==> src/rtl/id_ex_stage.sv <==
// ID/EX pipeline register: captures decoded operands and control from ID and
// presents forwarded ALU operands to EX, with load-use detection and stall/flush.
module id_ex_stage #(
  parameter int REG_WIDTH     = 64,
  parameter int ALU_CTRL_BITS = 5,
  parameter int REG_ADDR_BITS = 5
) (
  input  logic                     clk,
  input  logic                     rst,
  input  logic                     stall,
  input  logic                     flush,
  input  logic                     id_valid,
  input  logic [REG_WIDTH-1:0]     id_pc,
  input  logic [REG_WIDTH-1:0]     id_rs1_data,
  input  logic [REG_WIDTH-1:0]     id_rs2_data,
  input  logic [REG_WIDTH-1:0]     id_imm,
  input  logic [REG_ADDR_BITS-1:0] id_rs1_addr,
  input  logic [REG_ADDR_BITS-1:0] id_rs2_addr,
  input  logic [REG_ADDR_BITS-1:0] id_rd_addr,
  input  logic [ALU_CTRL_BITS-1:0] id_alu_ctrl,
  input  logic                     id_op1_pc,
  input  logic                     id_reg_write,
  input  logic                     id_mem_read,
  input  logic                     id_mem_write,
  input  logic                     exmem_reg_write,
  input  logic [REG_ADDR_BITS-1:0] exmem_rd,
  input  logic [REG_WIDTH-1:0]     exmem_result,
  input  logic                     memwb_reg_write,
  input  logic [REG_ADDR_BITS-1:0] memwb_rd,
  input  logic [REG_WIDTH-1:0]     memwb_result,
  output logic                     ex_valid,
  output logic [REG_WIDTH-1:0]     ex_pc,
  output logic [REG_WIDTH-1:0]     ex_imm,
  output logic [REG_WIDTH-1:0]     ex_rs1,
  output logic [REG_WIDTH-1:0]     ex_rs2,
  output logic [ALU_CTRL_BITS-1:0] ex_alu_ctrl,
  output logic [REG_ADDR_BITS-1:0] ex_rd_addr,
  output logic                     ex_reg_write,
  output logic                     ex_mem_read,
  output logic                     ex_mem_write,
  output logic                     load_use_hazard
);

  logic                     valid_q;
  logic [REG_WIDTH-1:0]     pc_q;
  logic [REG_WIDTH-1:0]     imm_q;
  logic [REG_WIDTH-1:0]     rs1_data_q;
  logic [REG_WIDTH-1:0]     rs2_data_q;
  logic [REG_ADDR_BITS-1:0] rs1_addr_q;
  logic [REG_ADDR_BITS-1:0] rs2_addr_q;
  logic [REG_ADDR_BITS-1:0] rd_addr_q;
  logic [ALU_CTRL_BITS-1:0] alu_ctrl_q;
  logic                     op1_pc_q;
  logic                     reg_write_q;
  logic                     mem_read_q;
  logic                     mem_write_q;

  logic [REG_WIDTH-1:0]     fwd_rs1;
  logic [REG_WIDTH-1:0]     fwd_rs2;
  logic                     hazard;

  // EX/MEM is the younger producer, so it wins over MEM/WB; x0 never forwards.
  function automatic logic [REG_WIDTH-1:0] forward(
    input logic [REG_ADDR_BITS-1:0] src_addr,
    input logic [REG_WIDTH-1:0]     src_data,
    input logic                     em_we,
    input logic [REG_ADDR_BITS-1:0] em_rd,
    input logic [REG_WIDTH-1:0]     em_res,
    input logic                     mw_we,
    input logic [REG_ADDR_BITS-1:0] mw_rd,
    input logic [REG_WIDTH-1:0]     mw_res
  );
    logic [REG_WIDTH-1:0] value;
    value = src_data;
    if (em_we && em_rd != '0 && em_rd == src_addr)
      value = em_res;
    else if (mw_we && mw_rd != '0 && mw_rd == src_addr)
      value = mw_res;
    return value;
  endfunction

  always_comb begin
    // NOTE: every always_comb output gets a default first so no path leaves it unassigned (no latch).
    fwd_rs1 = forward(rs1_addr_q, rs1_data_q, exmem_reg_write, exmem_rd, exmem_result,
                      memwb_reg_write, memwb_rd, memwb_result);
    fwd_rs2 = forward(rs2_addr_q, rs2_data_q, exmem_reg_write, exmem_rd, exmem_result,
                      memwb_reg_write, memwb_rd, memwb_result);
  end

  // Both sources are compared whatever the format; a spurious stall is harmless.
  assign hazard = id_valid && valid_q && mem_read_q && (rd_addr_q != '0) &&
                  ((id_rs1_addr == rd_addr_q) || (id_rs2_addr == rd_addr_q));

  always_ff @(posedge clk or posedge rst) begin
    // NOTE: sequential state uses non-blocking assignments so all registers update together.
    if (rst) begin
      valid_q     <= 1'b0;
      pc_q        <= '0;
      imm_q       <= '0;
      rs1_data_q  <= '0;
      rs2_data_q  <= '0;
      rs1_addr_q  <= '0;
      rs2_addr_q  <= '0;
      rd_addr_q   <= '0;
      alu_ctrl_q  <= '0;
      op1_pc_q    <= 1'b0;
      reg_write_q <= 1'b0;
      mem_read_q  <= 1'b0;
      mem_write_q <= 1'b0;
    end else if (flush || (!stall && hazard)) begin
      // Bubble: only validity and control are cleared, datapath fields hold.
      valid_q     <= 1'b0;
      reg_write_q <= 1'b0;
      mem_read_q  <= 1'b0;
      mem_write_q <= 1'b0;
    end else if (stall) begin
      // Refresh operands so a producer that retires during the stall is kept.
      rs1_data_q <= fwd_rs1;
      rs2_data_q <= fwd_rs2;
    end else begin
      valid_q     <= id_valid;
      pc_q        <= id_pc;
      imm_q       <= id_imm;
      rs1_data_q  <= id_rs1_data;
      rs2_data_q  <= id_rs2_data;
      rs1_addr_q  <= id_rs1_addr;
      rs2_addr_q  <= id_rs2_addr;
      rd_addr_q   <= id_rd_addr;
      alu_ctrl_q  <= id_alu_ctrl;
      op1_pc_q    <= id_op1_pc;
      reg_write_q <= id_reg_write & id_valid;
      mem_read_q  <= id_mem_read & id_valid;
      mem_write_q <= id_mem_write & id_valid;
    end
  end

  assign ex_valid        = valid_q;
  assign ex_pc           = pc_q;
  assign ex_imm          = imm_q;
  assign ex_rs1          = op1_pc_q ? pc_q : fwd_rs1;
  assign ex_rs2          = fwd_rs2;
  assign ex_alu_ctrl     = alu_ctrl_q;
  assign ex_rd_addr      = rd_addr_q;
  assign ex_reg_write    = valid_q & reg_write_q;
  assign ex_mem_read     = valid_q & mem_read_q;
  assign ex_mem_write    = valid_q & mem_write_q;
  assign load_use_hazard = hazard;

endmodule
==> config.mk <==
export PLATFORM = sky130hd
export DESIGN_NAME = id_ex_stage
export DESIGN_NICKNAME = d
export VERILOG_FILES = /design/src/rtl/id_ex_stage.sv
export SDC_FILE = /design/constraint.sdc
export NUM_CORES = 1
export LEC_CHECK = 0
export ABC_AREA = 1
export CORE_AREA = 5 5 271 273
export CTS_CLUSTER_SIZE = 14
export DETAILED_ROUTE_END_ITERATION = 6
export DIE_AREA = 0 0 276 278
export PLACE_DENSITY = 0.5
export SLEW_MARGIN = 10
export SYNTH_ARGS = -nofsm -noshare
export SYNTH_HDL_FRONTEND = slang
export SYNTH_SLANG_ARGS = --single-unit
==> constraint.sdc <==
create_clock -name clk -period 20.6 [get_ports clk]
set_clock_uncertainty 0.2 [all_clocks]
set_input_delay 3.09 -clock clk [delete_from_list [all_inputs] [get_ports clk]]
set_output_delay 3.09 -clock clk [all_outputs]
set_load 0.02 [all_outputs]
Word-level counts from Yosys, hierarchy flattened
Cells that the tools add are included.

storage, ports and cells
  bits in registers = 281
  input bits = 425
  output and inout bits = 271
  logic and storage cells = 61

operators by class
  eq/ne operators = 7
  mux-type cells = 15
  bitwise logic cells = 8
  reduce and logical (&&, ||, !) cells = 18

operator list
  operator                                        count
  2-to-1 mux 64 bit                               7
  equality test 5 bit                             6
  nonzero test 5 bit                              3
  logical AND 1 bit                               11
  2-to-1 mux 1 bit                                8
  AND 1 bit                                       6
  logical OR 1 bit                                2
  != test 2 x 1 -> 1 bit (second input constant)  1
  NOT 1 bit                                       2
  AND reduction 2 bit                             1
  logical NOT 1 bit                               1

Logic depth before layout (Yosys ltp)
  word-level depth = 8
  gate-level depth with buffers = 13
  gate-level depth less buffers = 11

Worst setup path after synthesis
Ideal clock, no wire load.

  path type = input to output
  start point = input port exmem_rd[0]
  end point = output port ex_rs1[10]
  arrival time = 4.426 ns
  required time = 17.310 ns
  setup slack = 12.884 ns
  stages on the path = 6
  path buffers = 1
  cells stage by stage = xnor2_1 > nand2_1 > nor3_2 > buf_2 > nand3_1 > a31oi_1

between the ends
  cells in the longest elaborated chain, start to end = 5
  elaborated cells between the ends (all ways) = 6
  classes of those cells = eq/ne (1); mux (2); reduce/logical (3)

ends and longest elaborated chain
  item                 line  RTL
  start: declaration   26    input logic [REG_ADDR_BITS-1:0] exmem_rd,
  nonzero test 5 bit   75    if (em_we && em_rd != '0 && em_rd == src_addr)
  logical AND 1 bit    75
  logical AND 1 bit *  75
  2-to-1 mux 64 bit *  75
  2-to-1 mux 64 bit *  140   assign ex_rs1 = op1_pc_q ? pc_q : fwd_rs1;
  end: declaration     34    output logic [REG_WIDTH-1:0] ex_rs1,

Mark *: on every way between the ends. The rest lies on a longest branch, timed or not.

Final worst setup path
  start point = input port memwb_rd[0]
  end point = output port ex_rs2[22]

between the ends
  cells in the longest elaborated chain, start to end = 5
  elaborated cells between the ends (all ways) = 6
  classes of those cells = eq/ne (1); mux (2); reduce/logical (3)

ends and longest elaborated chain
  item                 line  RTL
  start: declaration   29    input logic [REG_ADDR_BITS-1:0] memwb_rd,
  nonzero test 5 bit   77    else if (mw_we && mw_rd != '0 && mw_rd == src_addr)
  logical AND 1 bit    77
  logical AND 1 bit *  77
  2-to-1 mux 64 bit *  77
  2-to-1 mux 64 bit *  75
  end: declaration     35    output logic [REG_WIDTH-1:0] ex_rs2,

Marked as above.

==> summary.md <==
| Metric | Value |
|---|---|
| Status | `finished clean` |
| Routed vias | `20.6k` |
| Port Buffers | `695` |
| Post-synthesis sequential element count | `281` |
| Sw frac | `0.356` |
| Critical path class | `input port to output port` |
| CTS buffer count | `41` |
| Area Overhead vs Synth | `51.4%` |
| Syn Nets | `3152` |
| RSZ-0062 raised after global routing | `false` |
| Worst r2r src | `ex_rd_addr[2]$_DFFE_PP0P_` |
| Die H | `278 um` |
| Rows | `98` |
| Cell Pwr Density | `82.0 nW/um2` |
| Dominant synthesized flop cell | `dfrtp_1` |
| Synth warn | `0` |
| CP Capture Type | `output port` |
| TritonCTS Sinks | `281` |
| Root Buffer | `clkbuf_16` |
| Peak Freq | `96.7 MHz` |
| VDD IR max | `0.0000549 V` |
| Placed insts | `4205` |
| H-Tree Depth | `2` |
| Avg WL per Cell | `22.0 um` |
| Initial DRC count | `1616` |
| Grt total ovfl | `0` |
| Slew HR | `0.231` |
| Mapped Area | `17600 um2` |
| Post-synthesis async set-or-reset flop share | `1.00` |
| Nets | `3723` |
| Avg Cell Area, Syn | `6.46 um2` |
| Slew Limit Fails | `0` |
| Dpl cell area | `25100 um2` |
| Synth area leaders | `dfrtp_1 (40%), nand2_1 (20%), nand3_1 (16%)` |
| R2R Setup Slk | `15.96 ns` |
| CP Launch Type | `input port` |
| Crit-path max FO | `65` |
| Leak | `0.0130 uW` |
| Internal power | `1410 uW` |
| Area leader, netlist | `dfrtp_1` |
| Residual DRC count | `0` |
| Share of the synthesized area in the top cell type | `0.399` |
| Largest net degree at the start of global routing | `119` |
| Drt via density | `4.78` |
| Final std cells w/o fill | `4300` |
| Hold WC Path Type | `flop to flop` |
| Reg2reg path depth | `12` |
| Min Tclk post-route | `10.34 ns` |
| Fill cells | `7818` |
| Crit path DAT | `7.05 ns` |
| IO Count | `696` |
| Cells after Synth | `2727` |
| Final setup viols | `0` |
| Setup TNS | `0 ns` |
| Initial antenna violation count | `27` |
| TritonCTS clock tree | `built` |
| First-pass GRT wire length | `138000 um` |
| Post-route antenna net violation count | `0` |
| Hold EP | `rs1_data_q[25]$_DFFE_PP0N_` |
| Logic pwr share | `0.334` |
| DPL Wire Length | `64200 um` |
| R2R Path End | `ex_rd_addr[4]$_DFFE_PP0P_` |
| Worst slack, placed | `10.28 ns` |
| PostCTS Resize Cnt | `0` |
| Hold_sp | `rs1_data_q[25]$_DFFE_PP0N_` |
| Clock power share | `0.359` |
| Starting Density | `0.249` |
| CTS clk-pin slew, worst paths | `0.05 ns` |
| Drt first pass iters | `7` |
| DIE AREA | `76700 um2` |
| Total Routing Usage GR | `0.233` |
| Least-Margin Pin Slew | `1.15 ns` |
| Vias in the first global route | `20.8k` |
| GP Congestion | `0.850` |
| Hold-fix buffers, CTS | `0` |
| Fraction of power consumed by sequential logic | `0.307` |
| Data required time of the worst path | `17.31 ns` |
| Final Hold Fails | `0` |
| Hold Crit Depth | `2` |
| Period utilisation layout | `0.502` |
| Final Instance Area | `26700 um2` |
| Worst-Skew Late Latency | `0.58 ns` |
| Synth unique cells | `28` |
| Net Sw Power | `778 uW` |
| Die Span X | `276 um` |
| Final setup margin | `10.26 ns` |
| Proportion of layout cells with a drive suffix above 1 | `0.0366` |
| CTS Buffer Depth | `3` |
| Power consumption | `2190 uW` |
| Core ar. | `70900 um2` |
| Post-CTS Setup Bufs | `0` |
| Max-cap viol count | `0` |
| WL final | `94700 um` |
| Sequential cell area fraction in the yosys report | `0.399` |
| Number of flops mapped to enable cells by yosys | `0` |
cells by family (layout without fill, tap and decap cells):
family | Yosys count | after routing | share of synthesized area
and+or+nand+nor | 1792 | 1792 | 0.425
buffers and inverters | 423 | 1026 | 0.102
DFF | 281 | 281 | 0.399
AOI/OAI and AO/OA | 214 | 214 | 0.0653
xor gates and xnor gates | 17 | 17 | 0.00845
other | 0 | 20 | 0
per-stage QoR:
stage / hold WS [ns] / utilization
floorplan: 0.249 / -
detailed placement: 0.265 / 0.355
global route: 0.289 / 0.376
CTS: 0.280 / 0.376
finish: 0.274 / 0.376
global placement: 0.260 / 0.355
Yosys cell counts, drive strengths merged (5+ instances only):
master  count
a31oi      64
buf       131
clkbuf     63
dfrtp     281
inv       228
nand2     948
nand3     552
nor2      286
nor3        5
o21ai     149
xnor2       8
xor2        9
cell usage in the layout (no fill, tap or decap), types with 5 or more instances in the layout:
master	netlist	routed
xor2_1	9	9
clkbuf_1	59	5
nor2_4	1	6
nor2_1	283	280
buf_4	24	26
clkbuf_16	0	41
o21ai_0	140	140
nand2_1	944	943
bufinv_16	0	6
clkdlybuf4s50_1	0	694
clkbuf_8	0	10
xnor2_1	8	8
diode_2	0	20
clkinv_2	0	8
a31oi_1	64	64
inv_1	224	221
nand3_1	549	549
dfrtp_1	281	281
o21ai_1	9	9
worst max path at each step:
stage / from / endpoint / slack (ns) / cells after the start
2_1_floorplan: rst / ex_alu_ctrl[0]$_DFFE_PP0P_ / 9.56 / 1
3_3_place_gp: memwb_rd[0] / ex_rs2[40] / 10.30 / 11
3_5_place_dp: memwb_rd[0] / ex_rs2[35] / 10.28 / 11
4_1_cts: memwb_rd[0] / ex_rs2[35] / 10.28 / 11
5_1_grt: memwb_rd[0] / ex_rs2[3] / 10.03 / 11
6_report: memwb_rd[0] / ex_rs2[22] / 10.26 / 11
routing by layer:
metal / vias to the layer above / wire length [um] / track usage / part of all wire
met5: - / 126 / 0 / 0.0013
met4: 18 / 3050 / 0.0817 / 0.032
met3: 161 / 7500 / 0.0657 / 0.079
met2: 841 / 45100 / 0.391 / 0.48
met1: 9687 / 38900 / 0.290 / 0.41
li1: 9845 / - / - / -
area by class of cell:
| class | instances | area, um2 | share of cell area |
|---|---|---|---|
| Multi-Input combinational cell | 2023 | 8870 | 0.332 |
| Timing Repair Buffer | 722 | 7180 | 0.269 |
| Sequential cell | 281 | 7030 | 0.264 |
| Tap cell | 950 | 1190 | 0.0446 |
| Clock buffer | 56 | 1180 | 0.0443 |
| Inverter | 229 | 871 | 0.0326 |
| Clock inverter | 19 | 305 | 0.0114 |
| Antenna cell | 20 | 50.0 | 0.00188 |
registers in the layout, summed over array words and instances, names as in the netlist:
register,count
ex_rd_addr,5
mem_write_q,1
rs2_data_q,64
op1_pc_q,1
ex_pc,64
ex_imm,64
rs2_addr_q,5
mem_read_q,1
rs1_data_q,64
ex_alu_ctrl,5
rs1_addr_q,5
ex_valid,1
reg_write_q,1
power by group through the flow:
stage	logic [uW]	registers (uW)	clock network [uW]
final	731	671	785
after CTS	737	670	811
after global placement	736	679	0
after detailed placement	735	678	0
after global routing	790	680	829
after floorplan	324	710	0
worst max-delay path, stage by stage:
cell and delay [ns]:
clkdlybuf4s50_1 0.58, nor2_1 0.08, nand3_1 0.07, nand2_1 0.11
clkinv_2 0.06, buf_4 0.76, nand3_4 0.93, nand2_1 0.28
nand3_1 0.12, nand2_1 0.14, clkdlybuf4s50_1 0.63
Power figures use the tool's default switching activity.
